`src/rtl/usb_pkt_tx_gen.sv`:
```
// USB token/handshake/SOF packet transmitter: queues packet requests and serialises
// each one as a byte stream (PID, then two field/CRC5 bytes for tokens and SOF).
module usb_pkt_tx_gen #(
    parameter int QUEUE_DEPTH = 2,
    parameter bit SOF_ENABLE  = 1'b1
) (
    input  logic                         clk,
    input  logic                         rst_n,
    input  logic [3:0]                   tx_pid,
    input  logic [6:0]                   tx_addr,
    input  logic [3:0]                   tx_endp,
    input  logic [10:0]                  tx_frame,
    input  logic                         tx_valid,
    output logic                         tx_ready,
    output logic                         tx_err,
    output logic [$clog2(QUEUE_DEPTH):0] tx_level,
    output logic                         tx_to_sop,
    output logic                         tx_to_eop,
    output logic                         tx_to_valid,
    input  logic                         tx_to_ready,
    output logic [7:0]                   tx_to_data,
    output logic                         tx_con_pid_en,
    output logic [3:0]                   tx_con_pid,
    output logic                         tx_busy
);

    localparam int LVL_W = $clog2(QUEUE_DEPTH) + 1;
    localparam int PTR_W = (QUEUE_DEPTH > 1) ? $clog2(QUEUE_DEPTH) : 1;

    typedef enum logic [1:0] {ST_IDLE, ST_PID, ST_B1, ST_B2} state_t;

    // Queue entry: {is_handshake, pid, 11-bit field}
    typedef struct packed {
        logic        hs;
        logic [3:0]  pid;
        logic [10:0] f;
    } entry_t;

    state_t              state;
    entry_t              q_mem [QUEUE_DEPTH];
    entry_t              push_entry;
    entry_t              head;
    logic [PTR_W-1:0]    wr_ptr;
    logic [PTR_W-1:0]    rd_ptr;
    logic [LVL_W-1:0]    q_cnt;
    logic                cls_hs;
    logic                cls_sof;
    logic                pid_ok;
    logic                accept;
    logic                push_ok;
    logic                pop;
    logic                xfer;
    logic                cur_hs;
    logic [10:0]         cur_f;
    logic [4:0]          crc_o;

    function automatic logic [PTR_W-1:0] ptr_inc(input logic [PTR_W-1:0] p);
        return (p == PTR_W'(QUEUE_DEPTH - 1)) ? '0 : p + PTR_W'(1);
    endfunction

    // Bit-serial CRC5 (x^5+x^2+1), field LSB first, inverted and bit-reversed on output
    function automatic logic [4:0] crc5(input logic [10:0] d);
        logic [4:0] c;
        logic       fb;
        c = 5'h1F;
        for (int i = 0; i < 11; i++) begin
            fb = d[i] ^ c[4];
            c  = {c[3:0], 1'b0} ^ (fb ? 5'b00101 : 5'b00000);
        end
        return {~c[0], ~c[1], ~c[2], ~c[3], ~c[4]};
    endfunction

    assign crc_o = crc5(cur_f);

    // PID classification at the queue input
    assign cls_hs  = (tx_pid[1:0] == 2'b10);
    assign cls_sof = SOF_ENABLE && (tx_pid == 4'b0101);
    assign pid_ok  = cls_hs || ((tx_pid[1:0] == 2'b01) && ((tx_pid != 4'b0101) || SOF_ENABLE));

    assign push_entry.hs  = cls_hs;
    assign push_entry.pid = tx_pid;
    assign push_entry.f   = cls_sof ? tx_frame : {tx_endp, tx_addr};

    assign tx_ready = (q_cnt != LVL_W'(QUEUE_DEPTH));
    assign tx_level = q_cnt;
    assign accept   = tx_valid && tx_ready;
    assign push_ok  = accept && pid_ok;
    assign xfer     = tx_to_valid && tx_to_ready;
    assign head     = q_mem[rd_ptr];

    // Pop on idle or on the last byte of a packet, so packets chain without a bubble
    assign pop     = (q_cnt != '0) && ((state == ST_IDLE) || (xfer && tx_to_eop));
    assign tx_busy = (q_cnt != '0) || (state != ST_IDLE);

    always_ff @(posedge clk) begin
        if (push_ok) q_mem[wr_ptr] <= push_entry;
    end

    always_ff @(posedge clk or negedge rst_n) begin
        if (!rst_n) begin
            wr_ptr <= '0;
            rd_ptr <= '0;
            q_cnt  <= '0;
            tx_err <= 1'b0;
        end else begin
            tx_err <= accept && !pid_ok;
            if (push_ok) wr_ptr <= ptr_inc(wr_ptr);
            if (pop)     rd_ptr <= ptr_inc(rd_ptr);
            case ({push_ok, pop})
                2'b10:   q_cnt <= q_cnt + LVL_W'(1);
                2'b01:   q_cnt <= q_cnt - LVL_W'(1);
                default: q_cnt <= q_cnt;
            endcase
        end
    end

    always_ff @(posedge clk or negedge rst_n) begin
        if (!rst_n) begin
            state         <= ST_IDLE;
            cur_hs        <= 1'b0;
            cur_f         <= '0;
            tx_to_valid   <= 1'b0;
            tx_to_sop     <= 1'b0;
            tx_to_eop     <= 1'b0;
            tx_to_data    <= 8'h00;
            tx_con_pid_en <= 1'b0;
            tx_con_pid    <= 4'h0;
        end else if (pop) begin
            state         <= ST_PID;
            cur_hs        <= head.hs;
            cur_f         <= head.f;
            tx_to_valid   <= 1'b1;
            tx_to_sop     <= 1'b1;
            tx_to_eop     <= head.hs;
            tx_to_data    <= {~head.pid, head.pid};
            tx_con_pid_en <= 1'b1;
            tx_con_pid    <= head.pid;
        end else if (xfer && tx_to_eop) begin
            state         <= ST_IDLE;
            tx_to_valid   <= 1'b0;
            tx_to_sop     <= 1'b0;
            tx_to_eop     <= 1'b0;
            tx_to_data    <= 8'h00;
            tx_con_pid_en <= 1'b0;
        end else if (xfer) begin
            case (state)
                ST_PID: begin
                    state         <= ST_B1;
                    tx_to_sop     <= 1'b0;
                    tx_to_eop     <= 1'b0;
                    tx_to_data    <= cur_f[7:0];
                    tx_con_pid_en <= 1'b0;
                end
                ST_B1: begin
                    state      <= ST_B2;
                    tx_to_eop  <= 1'b1;
                    tx_to_data <= {crc_o, cur_f[10:8]};
                end
                default: state <= state;
            endcase
        end
    end

endmodule

```
`config.mk`:
```
export PLATFORM = sky130hd
export DESIGN_NAME = usb_pkt_tx_gen
export DESIGN_NICKNAME = d
export VERILOG_FILES = /design/src/rtl/usb_pkt_tx_gen.sv
export SDC_FILE = /design/constraint.sdc
export NUM_CORES = 1
export LEC_CHECK = 0
export BUFFER_PORTS_ARGS = -buffer_cell sky130_fd_sc_hd__clkbuf_2
export CAP_MARGIN = 15
export CORE_MARGIN = 2
export CORE_UTILIZATION = 50
export CTS_CLUSTER_DIAMETER = 30
export DETAILED_ROUTE_END_ITERATION = 8
export PLACE_DENSITY = 0.75
export SYNTH_ARGS = -nofsm -noshare
export SYNTH_HDL_FRONTEND = slang
export SYNTH_SLANG_ARGS = --single-unit
```
`constraint.sdc`:
```
create_clock -name clk -period 1.9 [get_ports clk]
set_clock_uncertainty 0.2 [all_clocks]
set_input_delay 0.19 -clock clk [delete_from_list [all_inputs] [get_ports clk]]
set_output_delay 0.19 -clock clk [all_outputs]
set_load 0.05 [all_outputs]
```
Word level (Yosys, flattened, before mapping)
Memories as Yosys holds them, arrays and structs flattened.
Index checks and enable logic that the tools add are counted.
{"block": "classes", "mux": 35, "bitwise_logic": 27, "n_eq_ne": 8, "add_sub_neg": 4, "n_reduce_logical": 20}
{"cell": "$xor A5 B3 Y5", "n": 10}
{"cell": "$mux W3", "n": 11}
{"cell": "$mux W8", "n": 3}
{"cell": "$pmux W8 S2", "n": 1}
{"cell": "$mux W1", "n": 13}
{"cell": "$mux W11", "n": 1}
{"cell": "$xor A1 B1 Y1", "n": 10}
{"cell": "$pmux W2 S2", "n": 2}
{"cell": "$reduce_bool A2 Y1", "n": 4}
{"cell": "$eq A2 B1 Y1 const B", "n": 3}
{"cell": "$eq A2 B2 Y1 const B", "n": 3}
{"cell": "$logic_and A1 B1 Y1", "n": 6}
{"cell": "$mux W2", "n": 3}
{"cell": "$reduce_bool A3 Y1", "n": 2}
{"cell": "$not A1 Y1", "n": 5}
{"cell": "$eq A4 B3 Y1 const B", "n": 1}
{"cell": "$not A2 Y4", "n": 1}
{"cell": "$not A4 Y4", "n": 1}
{"cell": "$reduce_and A2 Y1", "n": 2}
{"cell": "$reduce_bool A4 Y1", "n": 1}
{"cell": "$logic_or A1 B1 Y1", "n": 3}
{"cell": "$add A1 B1 Y1 const B", "n": 2}
{"cell": "$add A2 B1 Y2 const B", "n": 1}
{"cell": "$logic_not A2 Y1", "n": 1}
{"cell": "4 further kinds", "n": 4}
{"block": "totals", "input_bits": 30, "wordCells": 106, "mem_count": 1, "output_inout_bits": 21, "regBits": 33, "mem_bits_rw": 32}
{"memory": "q_mem", "depth": 2, "word_bits": 16, "rd": 1, "rd_clocked_by_memory_dff": 0, "wr": 1, "line_no": "40", "source": "entry_t q_mem [QUEUE_DEPTH];"}

Longest topological paths before layout
Gate-level depths: netlist (run 1).
{"block": "logic_depth", "ltp_word": 37, "depth_mapped": 9, "depth_no_buf": 7}

Worst setup path after synthesis (run 1)
Ideal clock, no wire load.
{"block": "synth_path", "kind": "register to register", "startpoint": "reg q_cnt[0], in the netlist tx_level[0]", "endpoint": "mem q_mem[1][0] (netlist bit) (enable)", "required_time_ps": 1311, "stages_incl_launch_ff": 4, "synth_period_minus_slack_ps": 2807, "t_arrival_ps": 2218, "setup_slack_ps": -907, "setup_time_ps": 389, "path_buffers": 0, "path_cell_list": "dfrtp_1 nand2b_1 nand3b_1 nor2_1"}
{"block": "synth_via", "elab_chain_len": 5}
{"item": "from (decl)", "line_no": "45", "source": "logic [LVL_W-1:0] q_cnt;"}
{"item": "from (signal assigned)", "line_no": "110", "source": "2'b10: q_cnt <= q_cnt + LVL_W'(1);"}
{"item": "from (signal assigned)", "line_no": "111", "source": "2'b01: q_cnt <= q_cnt - LVL_W'(1);"}
{"item": "from (signal assigned)", "line_no": "112", "source": "default: q_cnt <= q_cnt;"}
{"item": "$ne A2 B2 Y1", "line_no": "84", "source": "assign tx_ready = (q_cnt != LVL_W'(QUEUE_DEPTH));"}
{"item": "named net tx_ready", "line_no": "14", "source": "output logic tx_ready,"}
{"item": "$logic_and A1 B1 Y1", "line_no": "86", "source": "assign accept = tx_valid && tx_ready;"}
{"item": "$logic_and A1 B1 Y1", "line_no": "87", "source": "assign push_ok = accept && pid_ok;"}
{"item": "$mux W1", "line_no": "96", "source": "if (push_ok) q_mem[wr_ptr] <= push_entry;"}
{"item": "$mux W1 (implied by the code)", "line_no": "96"}
{"item": "to (decl)", "line_no": "40"}
The timed path passes the listed nets, and every way through them passes these cells.

Worst setup path in the final report (run 1)
{"block": "layout_path", "startpoint": "reg q_cnt[0], in the netlist tx_level[0]", "endpoint": "out tx_busy"}
{"block": "layout_via", "elab_chain_len": 2}
{"item": "$reduce_bool A2 Y1", "line_no": "93", "source": "assign tx_busy = (q_cnt != '0) || (state != ST_IDLE);"}
{"item": "$logic_or A1 B1 Y1", "line_no": "93"}
{"item": "to (decl)", "line_no": "24", "source": "output logic tx_busy"}
Every way passes these cells.

==> results by group, run 1 <==
Status
  • Outcome: completed

Place
  • Place WS: -96.3 ps
  • Post-DP Area: 3660 µm²
  • DP HPWL: 4760 µm
  • DP Cell Count: 386
  • Port-buffer cells: 50
  • Global placer's final weighted congestion: 0.905

Detailed routing
  • ANT nets after route: 0
  • Detail-routed via count per cell: 5.17
  • Post-DR wirelength/cell: 16.4 µm
  • Routed WL: 7210 µm
  • Vias: 2279
  • Pre-antenna DRT Iters: 4
  • Violation count after the first detailed-route iteration: 76
  • Residual DRC: 0

Clock network
  • CTS tree: done
  • Clk slew on worst S/H paths: 70 ps
  • Clk root buf: clkbuf_8
  • Worst skew pair latency: 350 ps
  • Sink Count: 65
  • H-Tree Depth: 3
  • Inserted Clock Buffers: 9
  • Max Buffers Root-to-Sink: 2

Yosys
  • #FFs+latches synth: 65
  • Avg Cell Area, Syn: 12.6 µm²
  • Ys flop type: dfrtp_1
  • Async SR Flop Fraction: 50.8%
  • Ys Warns: 0
  • Post-synth EDFFs: 32
  • Distinct cells, synth: 44
  • Post-Synthesis Cells: 240
  • Post-synthesis sequential area ratio: 59.1%
  • Post-synth net total: 273
  • Mapped Area: 3020 µm²

Die
  • Initial Utilization: 51.3%
  • Die W: 81.7 µm
  • Core ar.: 5890 µm²
  • DIE AREA: 6680 µm²
  • Rows: 28
  • Chip height: 81.7 µm
  • I/O Pins: 51

Worst setup path
  • Arrival time at the worst endpoint: 1500 ps
  • Worst reg2reg path endpoint: tx_to_data[4]
  • Worst EP required: 1510 ps
  • Endpoint type of the worst setup path: primary output
  • Slowest CP cell: dfrtp_2
  • Critical path startpoint category: flip-flop
  • Max FO, Critical Path: 3
  • Flop2flop setup slack: 20 ps
  • Max stage delay on crit path: 410 ps
  • WS Path Type: flip-flop to primary output
  • Worst-path cell chain: or2_4 -> or3_4 -> buf_8
  • Cell depth of the worst flop-to-flop path: 6
  • Crit Reg-Reg Startpoint: cur_f[4]

Power
  • Leakage power: 1.79 nW
  • Power per cell area: 831 nW/µm²
  • VDD IR max: 676 µV

Flow run
  • MaxCap Viol Count: 0

STA
  • RSZ-0062 raised after global routing: yes
  • Final min period: 1890 ps
  • Worst rel slew slack: 79.6%
  • Aggregate negative setup slack: 0 ps
  • Achievable Freq: 0.529 GHz
  • Worst-Margin Slew: 298 ps
  • Slew Viols, Final: 0
  • # setup viols final: 0
  • Hold Vio Cnt, Final: 0
  • PnR worst setup slack: 9.44 ps
  • Crit share post-route: 99.5%

GRT
  • First-pass GRT wire length: 11100 µm
  • Initial antenna violation count: 0
  • Global-route usage over all layers: 23.4%
  • Grt ovf: 0
  • Largest net degree at the start of global routing: 25
  • Vias in the first global route: 2270

Finish
  • Most common cell after layout, fill and taps aside: clkbuf_2
  • Non-filler cells, final: 441
  • Layout cells sized above 1: 39.3%
  • Final core occ: 72.8%
  • Final instance area: 4280 µm²
  • Most frequent cells in the layout: clkbuf_2 (49), buf_4 (38), edfxtp_1 (32)
  • Area grow syn2layout: 41.8%
  • ANT cells: 0
  • Nets: 394

Min path
  • HP Class: input port to async pin
metrics by stage:
stage	total power, mW	hold WS [ps]
6_report	3.56	76.5
5_1_grt	3.70	91.9
4_1_cts	3.56	53.2
3_5_place_dp	2.36	-109
3_3_place_gp	2.34	-117
2_1_floorplan	2.09	-306
worst max-delay path by stage:
stage	startpoint	endpoint	slack, ps	cells past startpoint
after global placement	cur_f[0]	tx_to_data[3]	-20	5
after floorplan	tx_level[0]	tx_level[1]	-120	5
after global routing	cur_f[4]	tx_to_data[4]	-40	6
after detailed placement	cur_f[0]	tx_to_data[3]	-100	5
after CTS	tx_level[0]	tx_busy	-20	3
final	tx_level[0]	tx_busy	9	3
layer usage:
metal,share of wire (%),global-route usage (%),vias to the layer above
met5,0,0,-
met4,3.4,14.5,0
met3,4.6,5.38,19
met2,51,37.6,56
met1,41,28.5,1087
li1,-,-,1117
logic make-up after synthesis:
group	synth area share [%]
and+or+nand+nor	7.91
buffers and inverters	2.65
AOI/OAI and AO/OA	12.3
muxes	8.78
xor gates and xnor gates	8.03
adders and majority gates	1.24
DFF	59.1
repair_timing:
| item | 4_1_cts | 5_1_grt |
|---|---|---|
| hold buffers | 29 | 0 |
| pin swaps | 5 | 5 |
| setup buffers | 3 | 7 |
| setup endpoints to repair | 4 | 7 |
| gates resized for setup | 8 | 8 |
| hold endpoints to repair | 64 | 0 |
layout make-up:
| type | count | area (µm²) |
|---|---|---|
| Tap cell | 75 | 93.8 |
| Inverter | 6 | 25.0 |
| Clock buffer | 10 | 128 |
| Timing Repair Buffer | 122 | 918 |
| Clock inverter | 6 | 58.8 |
| Fill cell | 419 | 1600 |
| Multi-Input combinational cell | 157 | 1270 |
| Sequential cell | 65 | 1790 |
worst max-delay path: cells and delay by family, from the launching register on:
| kind | cells | cell delay (ps) |
|---|---|---|
| simple gates | 2 | 590 |
| flops | 1 | 410 |
| buf+inv | 1 | 160 |
synthesized netlist by cell type (all sizes together), types with 2 or more instances:
cell type	instances	area [µm²]
a211oi	2	15.0
a21o	2	15.0
a21oi	5	25.0
a22oi	5	37.5
and3	2	12.5
buf	7	37.5
clkbuf	5	20.0
dfrtp	33	826
edfxtp	32	961
ha	3	37.5
inv	6	22.5
mux2	12	135
mux2i	13	130
nand2	22	82.6
nand2b	2	12.5
nand3	4	20.0
nand3b	2	15.0
nor2	19	71.3
nor2b	2	12.5
o2111ai	2	17.5
o21a	4	30.0
o21ai	17	85.1
o221ai	3	26.3
o22ai	2	12.5
o31ai	4	30.0
xnor2	14	130
xnor3	4	95.1
xor2	2	17.5
flip-flops by register name, summed over array words and instances, names as in the netlist:
signal         count
tx_con_pid_en      1
cur_f             11
tx_to_data         8
tx_con_pid         4
tx_to_eop          1
tx_err             1
tx_to_valid        1
state              2
q_mem             32
tx_level           2
wr_ptr             1
rd_ptr             1
where the power goes:
| group | switching (mW) | internal (mW) |
|---|---|---|
| combinational | 0.429 | 0.321 |
| sequential | 0.0544 | 1.63 |
| clock | 0.533 | 0.597 |
| total | 1.02 | 2.54 |
Power figures use the tool's default switching activity.
==> run 2: changes to the inputs <==
Settings changed: CORE_MARGIN 2 to 1, GPL_TIMING_DRIVEN from default to 0.
==> run 2 against run 1 <==
  * The flow now finishes with violations (setup timing)
  * Sequential cell count unchanged
  * Sequential share of layout area up 1.0 points
  * Clock power is 14% higher
  * Global-route usage about the same
  * Cell area shrank 2.3%
  * Worst setup slack got worse by 110 ps
  * Clock-buffer cell count decreased by 1
  * Register-to-register slack hardly changed
  * Critical path type unchanged
  * Largest cell class unchanged
  * Highest routed layer unchanged
==> results by group, run 2 (synthesized netlist as in run 1, its figures left out) <==
STA
  • Worst-Margin Slew: 807 ps (was 298 ps)
  • Achievable Freq: 0.501 GHz (was 0.529 GHz)
  • Final min period: 2000 ps (was 1890 ps)
  • Slew Viols, Final: 0 (unchanged)
  • Hold Slack: 22.9 ps (was 76.5 ps)
  • Crit share post-route: 105% (was 99.5%)
  • PnR worst setup slack: -95.7 ps (was 9.44 ps)
  • Worst rel slew slack: 46.2% (was 79.6%)
  • Hold Vio Cnt, Final: 0 (unchanged)
  • RSZ-0062 raised after global routing: yes (unchanged)
  • # setup viols final: 1 (was 0)

Die
  • Core ar.: 5680 µm² (was 5890 µm²)
  • DIE AREA: 6360 µm² (was 6680 µm²)
  • Die W: 79.7 µm (was 81.7 µm)
  • Rows: 27 (was 28)
  • I/O Pins: 51 (unchanged)
  • Initial Utilization: 53.2% (was 51.3%)
  • Chip height: 79.7 µm (was 81.7 µm)

Min path
  • Worst hold endpoint: q_mem[0][15]
  • Hold_sp: tx_pid[1]
  • HP Class: input port to flip-flop (was input port to async pin)
  • Hold path cells: 2

Worst setup path
  • Worst reg2reg path endpoint: tx_to_data[3] (was tx_to_data[4])
  • Arrival time at the worst endpoint: 1610 ps (was 1500 ps)
  • Crit Reg-Reg Startpoint: cur_f[2] (was cur_f[4])
  • Max FO, Critical Path: 5 (was 3)
  • Worst EP required: 1510 ps (about the same)
  • Critical path startpoint category: flip-flop (unchanged)
  • WS Path Type: flip-flop to primary output (unchanged)
  • Flop2flop setup slack: 20 ps (about the same)
  • Endpoint type of the worst setup path: primary output (unchanged)
  • Cell depth of the worst flop-to-flop path: 5 (was 6)

Detailed routing
  • ANT nets after route: 0 (unchanged)
  • Routed WL: 7070 µm (was 7210 µm)
  • Post-DR wirelength/cell: 16.8 µm (was 16.4 µm)
  • Vias: 2319 (was 2279)
  • Residual DRC: 0 (unchanged)
  • Detail-routed via count per cell: 5.51 (was 5.17)
  • Violation count after the first detailed-route iteration: 141 (was 76)
  • Pre-antenna DRT Iters: 4 (unchanged)

Finish
  • Non-filler cells, final: 421 (was 441)
  • Area grow syn2layout: 38.6% (was 41.8%)
  • Most common cell after layout, fill and taps aside: clkbuf_2 (unchanged)
  • Layout cells sized above 1: 39.0% (was 39.3%)
  • Fillers: 376 (was 419)
  • Max reg flops: 32 (unchanged)
  • Final instance area: 4190 µm² (was 4280 µm²)
  • ANT cells: 0 (unchanged)
  • Register area: 1790 µm² (about the same)
  • Most frequent cells in the layout: clkbuf_2 (50), edfxtp_1 (32), dlygate4sd3_1 (28) (was clkbuf_2 (49), buf_4 (38), edfxtp_1 (32))
  • Multi-input logic area: 1300 µm² (was 1270 µm²)
  • Top flop regs: q_mem: 32 flops, cur_f: 11 flops, tx_to_data: 8 flops (unchanged)
  • Biggest register: q_mem (unchanged)
  • Nets: 377 (was 394)

Clock network
  • Clk slew on worst S/H paths: 70 ps (about the same)
  • H-Tree Depth: 3 (unchanged)
  • Max Buffers Root-to-Sink: 2 (unchanged)
  • Inserted Clock Buffers: 9 (unchanged)
  • Worst skew pair latency: 350 ps (about the same)
  • Clk root buf: clkbuf_8 (unchanged)
  • Sink Count: 65 (unchanged)
  • CTS tree: done (unchanged)

Flow run
  • MaxCap Viol Count: 0 (unchanged)

Power
  • Switching Fraction: 28.3% (was 28.5%)
  • Sw Pwr: 1.05 mW (was 1.02 mW)
  • Sequential Power Share: 45.4% (was 47.2%)
  • Leakage power: 1.72 nW (was 1.79 nW)
  • Power per cell area: 891 nW/µm² (was 831 nW/µm²)
  • Clock power share: 34.6% (was 31.7%)
  • Cell Int Power: 2.67 mW (was 2.54 mW)
  • Combinational power share: 20.0% (was 21.1%)
  • VDD IR max: 709 µV (was 676 µV)

Place
  • DP HPWL: 4300 µm (was 4760 µm)
  • Place WS: -220 ps (was -96.3 ps)
  • Post-DP Area: 3450 µm² (was 3660 µm²)
  • Global placer's final weighted congestion: 0.873 (was 0.905)
  • Port-buffer cells: 50 (unchanged)
  • DP Cell Count: 362 (was 386)

Status
  • Outcome: finished, violations left (was completed)
  • Failing checks: setup timing

GRT
  • Grt ovf: 0 (unchanged)
  • Largest net degree at the start of global routing: 34 (was 25)
  • Global-route usage over all layers: 23.4% (about the same)
  • First-pass GRT wire length: 10900 µm (was 11100 µm)
  • Initial antenna violation count: 0 (unchanged)
  • Vias in the first global route: 2323 (was 2270)
[run 2: changes by cell type in the layout (fill, tap and decap cells not counted), moves of 2 or more]
cell / change
buf_2: +5
buf_4: -22
clkinv_1: -2
nor2_1: -2
[run 2: routing by layer]
metal	routed length, µm	share of wire [%]	vias up	global-route usage [%]
met3	343	4.9	21	4.57
met2	3680	52	90	39.6
li1	-	-	1084	-
met1	2850	40	1124	28.1
met4	196	2.8	0	12.5
met5	0	0	-	0
[run 2: through the flow]
stage	utilization, %	total power [mW]	setup TNS, ps
after global routing	73.8	3.86	-249
after detailed placement	60.7	2.24	-8810
after global placement	60.7	2.22	-6270
after CTS	71.3	3.62	-502
after floorplan	-	2.09	-3110
final	73.8	3.73	-95.7
[run 2: final cells by class]
| class | count | area share, % |
|---|---|---|
| clock inverter | 7 | 2.27 |
| buffer | 9 | 1.26 |
| inverter | 6 | 0.598 |
| timing repair buffer | 96 | 16.8 |
| sequential | 65 | 42.9 |
| clock buffer | 9 | 2.96 |
| multi-input combinational | 157 | 31.1 |
| tap | 72 | 2.15 |
[run 2: worst max-delay path by stage]
stage	from	endpoint	slack, ps	cells past startpoint
after floorplan	tx_level[0]	tx_level[1]	-120	5
after global placement	state[1]	tx_to_data[2]	-190	6
after detailed placement	tx_pid[0]	q_mem[1][6]	-220	5
after CTS	tx_level[1]	tx_busy	-100	3
after global routing	tx_level[0]	tx_busy	-130	3
final	tx_level[0]	tx_busy	-100	3
[run 2: critical path, stage by stage (launching register included)]
cell and delay [ps]:
dfrtp_2 440, or2_4 290, or3_1 340, clkbuf_8 190
[run 2: power groups by stage]
stage / combinational, mW / sequential (mW) / clock [mW]
after floorplan: 0.276 / 1.81 / 0
after global placement: 0.496 / 1.73 / 0
after detailed placement: 0.507 / 1.74 / 0
after CTS: 0.623 / 1.70 / 1.30
after global routing: 0.795 / 1.70 / 1.37
final: 0.746 / 1.69 / 1.29
[run 2: timing repair]
item / CTS / global route
hold buffers: 28 / 0
setup buffers: 5 / 13
pin swaps: 8 / 13
endpoints found under the hold margin: 64 / 0
resized for setup: 11 / 16
setup endpoints to repair: 25 / 40
==> run 3: changes to the inputs <==
Settings changed: ABC_AREA from default to 1, ABC_CLOCK_PERIOD_IN_PS from default to 1900.
==> run 3 against run 2 <==
  * Die area grew 2.1%
  * The flow now finishes without violations
  * Wire length fell by 6.7%
  * Synthesized area rose by 2.2%
  * Clock power down 12%
  * Utilization down 6.5 points
  * Global-route usage barely moved
==> results by group, run 3 <==
Finish
  • Top flop regs: q_mem: 32 flops, cur_f: 11 flops, tx_to_data: 8 flops (unchanged)
  • Non-filler cells, final: 498 (was 421)
  • Final core occ: 67.3% (was 73.8%)
  • Biggest register: q_mem (unchanged)
  • Nets: 451 (was 377)
  • Multi-input logic area: 1160 µm² (was 1300 µm²)
  • Final instance area: 3990 µm² (was 4190 µm²)
  • Most common cell after layout, fill and taps aside: nand2_1 (was clkbuf_2)
  • Layout cells sized above 1: 27.2% (was 39.0%)
  • Most frequent cells in the layout: nand2_1 (106), clkbuf_2 (52), nor2_1 (32), edfxtp_1 (32), dlygate4sd3_1 (29) (was clkbuf_2 (50), edfxtp_1 (32), dlygate4sd3_1 (28))
  • ANT cells: 0 (unchanged)
  • Fillers: 491 (was 376)
  • Register area: 1790 µm² (about the same)
  • Max reg flops: 32 (unchanged)
  • Area grow syn2layout: 29.1% (was 38.6%)

Die
  • Chip height: 80.6 µm (was 79.7 µm)
  • Die W: 80.6 µm (was 79.7 µm)
  • Core ar.: 5920 µm² (was 5680 µm²)
  • Initial Utilization: 52.1% (was 53.2%)
  • I/O Pins: 51 (unchanged)
  • DIE AREA: 6490 µm² (was 6360 µm²)
  • Rows: 28 (was 27)

GRT
  • Initial antenna violation count: 0 (unchanged)
  • Largest net degree at the start of global routing: 34 (unchanged)
  • Grt ovf: 0 (unchanged)
  • Global-route usage over all layers: 23.4% (about the same)
  • First-pass GRT wire length: 11000 µm (was 10900 µm)
  • Vias in the first global route: 2404 (was 2323)

Place
  • DP Cell Count: 452 (was 362)
  • Port-buffer cells: 50 (unchanged)
  • Global placer's final weighted congestion: 0.842 (was 0.873)
  • Post-DP Area: 3500 µm² (was 3450 µm²)
  • DP HPWL: 4410 µm (was 4300 µm)
  • Place WS: -66.0 ps (was -220 ps)

Flow run
  • MaxCap Viol Count: 0 (unchanged)

Yosys
  • Post-synth net total: 360 (was 273)
  • Mapped Area: 3090 µm² (was 3020 µm²)
  • Ys Warns: 0 (unchanged)
  • Post-synthesis sequential area ratio: 57.9% (was 59.1%)
  • Synth Area in Simple Gates: 21.1% (was 7.91%)
  • #FFs+latches synth: 65 (unchanged)
  • Synth Area in Compound Gates: 6.57% (was 12.3%)
  • Async SR Flop Fraction: 50.8% (unchanged)
  • Adder-Cell Fraction of Synth Area: 1.22% (was 1.24%)
  • Post-synthesis mux area share: 4.34% (was 8.78%)
  • Post-synth top cells: nand2_1 (107), nor2_1 (34), dfrtp_1 (33), edfxtp_1 (32), inv_1 (24) (was dfrtp_1 (33), edfxtp_1 (32), nand2_1 (22), nor2_1 (19), o21ai_0 (15))
  • Distinct cells, synth: 32 (was 44)
  • Count leader, synth: nand2_1 (was dfrtp_1)
  • Avg Cell Area, Syn: 9.44 µm² (was 12.6 µm²)
  • Synth area leaders: edfxtp_1 (31%), dfrtp_1 (27%), nand2_1 (13%), nor2_1 (4.1%), mux2_2 (4.0%) (was edfxtp_1 (32%), dfrtp_1 (27%), mux2_2 (4.5%), mux2i_1 (4.3%), xnor2_1 (3.8%))
  • Synth area leader: edfxtp_1 (unchanged)
  • Post-synth EDFFs: 32 (unchanged)
  • Ys flop type: dfrtp_1 (unchanged)
  • Post-Synthesis Cells: 327 (was 240)
  • Largest family of logic cells by synthesized area: simple AND/OR/NAND/NOR gates (was compound AO/OA/AOI/OAI gates)
  • Post-synth top area share: 31.1% (was 31.8%)
  • Synth Area in XOR/XNOR: 2.84% (was 8.03%)

STA
  • # setup viols final: 0 (was 1)
  • RSZ-0062 raised after global routing: no (was yes)
  • Slew Viols, Final: 0 (unchanged)
  • Achievable Freq: 0.567 GHz (was 0.501 GHz)
  • Worst rel slew slack: 44.7% (was 46.2%)
  • Hold Slack: 50.5 ps (was 22.9 ps)
  • Crit share post-route: 92.8% (was 105%)
  • Worst-Margin Slew: 830 ps (was 807 ps)
  • Hold Vio Cnt, Final: 0 (unchanged)
  • Final min period: 1760 ps (was 2000 ps)
  • PnR worst setup slack: 137 ps (was -95.7 ps)

Detailed routing
  • Detail-routed via count per cell: 5.02 (was 5.51)
  • Vias: 2502 (was 2319)
  • Post-DR wirelength/cell: 13.2 µm (was 16.8 µm)
  • Residual DRC: 0 (unchanged)
  • ANT nets after route: 0 (unchanged)
  • Pre-antenna DRT Iters: 5 (was 4)
  • Routed WL: 6590 µm (was 7070 µm)
  • Violation count after the first detailed-route iteration: 108 (was 141)

Worst setup path
  • Arrival time at the worst endpoint: 1790 ps (was 1610 ps)
  • Worst-path cell chain: o21ai_2 -> nand2_2 -> inv_2 -> buf_8 -> ha_4 -> a21oi_2 -> o21ai_1 -> xor2_1 (was or2_4 -> or3_1 -> clkbuf_8)
  • Buf/Inv on CP: 2 (was 1)
  • Crit path depth: 8 (was 3)
  • Slowest CP cell: dfrtp_2 (unchanged)
  • Max stage delay on crit path: 440 ps (about the same)
  • Cell depth of the worst flop-to-flop path: 8 (was 5)
  • CP top delay family: flip-flops (was simple AND/OR/NAND/NOR gates)
  • WS Path Type: flip-flop to flip-flop (was flip-flop to primary output)
  • Worst reg2reg path endpoint: tx_level[1] (was tx_to_data[3])
  • Endpoint type of the worst setup path: flip-flop (was primary output)
  • Flop2flop setup slack: 140 ps (was 20 ps)
  • Worst EP required: 1930 ps (was 1510 ps)
  • Critical path startpoint category: flip-flop (unchanged)
  • Max FO, Critical Path: 19 (was 5)
  • Crit path to: tx_level[1] (was tx_busy)
  • Crit Reg-Reg Startpoint: state[0] (was cur_f[2])
  • Worst setup startpoint: state[0] (was tx_level[0])

Clock network
  • Sink Count: 65 (unchanged)
  • Max Buffers Root-to-Sink: 2 (unchanged)
  • Clk root buf: clkbuf_8 (unchanged)
  • H-Tree Depth: 3 (unchanged)
  • Clk slew on worst S/H paths: 70 ps (about the same)
  • Worst skew pair latency: 350 ps (about the same)
  • Inserted Clock Buffers: 9 (unchanged)
  • CTS tree: done (unchanged)

Power
  • Power per cell area: 686 nW/µm² (was 891 nW/µm²)
  • Leakage power: 1.90 nW (was 1.72 nW)
  • VDD IR max: 485 µV (was 709 µV)

Min path
  • HP Class: input port to flip-flop (unchanged)

Status
  • Outcome: completed (was finished, violations left)
## run 3: changes by cell type after synthesis, moves of 5 or more
cell | previous run | this run
nand2_1 | 22 | 107
inv_1 | 6 | 24
nor2_1 | 19 | 34
a31oi_1 | 1 | 14
mux2i_1 | 13 | 1
xnor2_1 | 13 | 3
o21ai_0 | 15 | 7
a21oi_1 | 5 | 10
a22oi_1 | 5 | 0
nand3_1 | 4 | 9
xor2_1 | 2 | 7
## run 3: cell type report
type | instances | share of cell area [%]
Tap cell | 75 | 2.35
Sequential cell | 65 | 45.0
Multi-Input combinational cell | 220 | 29.2
Buffer | 13 | 2.10
Timing Repair Buffer | 81 | 13.9
Clock buffer | 10 | 3.20
Clock inverter | 6 | 1.48
Inverter | 28 | 2.70
## run 3: how the worst min path moves through the flow
stage | from | endpoint | slack, ps | depth (start not counted)
finish | tx_pid[1] | q_mem[1][15] | 50 | 2
global route | tx_pid[1] | q_mem[1][15] | 50 | 2
CTS | tx_pid[1] | q_mem[1][15] | 40 | 2
detailed placement | rst_n | cur_f[6] | 140 | 1
global placement | rst_n | cur_f[6] | 130 | 1
floorplan | rst_n | cur_f[0] | -310 | 0
## run 3: layer usage
metal	global-route usage [%]	wire (µm)	up-vias	share of wire, %
li1	-	-	1260	-
met1	28.2	2920	1163	44
met2	39.2	3290	64	50
met3	5.80	239	15	3.6
met4	10.5	150	0	2.3
met5	0	0	-	0
## run 3: cells by family (layout without fill, tap and decap cells)
logic type,Yosys count,count (layout)
compound gates,35,35
simple gates,160,160
buf+inv,42,138
fa+ha+maj,3,3
xor+xnor,10,10
flops,65,65
mux,12,12
## run 3: worst register-to-register path: cells and delay by family (launching register included)
family | cells | cell delay [ps]
flip-flops | 1 | 440
AO/OA/AOI/OAI | 3 | 300
buffers and inverters | 2 | 250
adder cells (fa/ha/maj) | 1 | 230
XOR/XNOR | 1 | 140
AND/OR/NAND/NOR | 1 | 100
## run 3: repair_timing
action,in CTS,in global routing
setup buffers,2,0
hold buffers,29,0
setup endpoints to repair,1,1
resized for setup,1,1
endpoints found under the hold margin,65,0
## run 3: power breakdown
group | switching (mW) | internal, mW
Clock | 0.535 | 0.596
Combinational | 0.0488 | 0.0739
Sequential | 0 | 1.48
## run 3: stage by stage
| stage | power [mW] | TNS (ps) |
|---|---|---|
| finish | 2.73 | 0 |
| global placement | 1.58 | -1440 |
| floorplan | 1.53 | -57.3 |
| detailed placement | 1.58 | -2070 |
| global route | 2.83 | 0 |
| CTS | 2.74 | 0 |
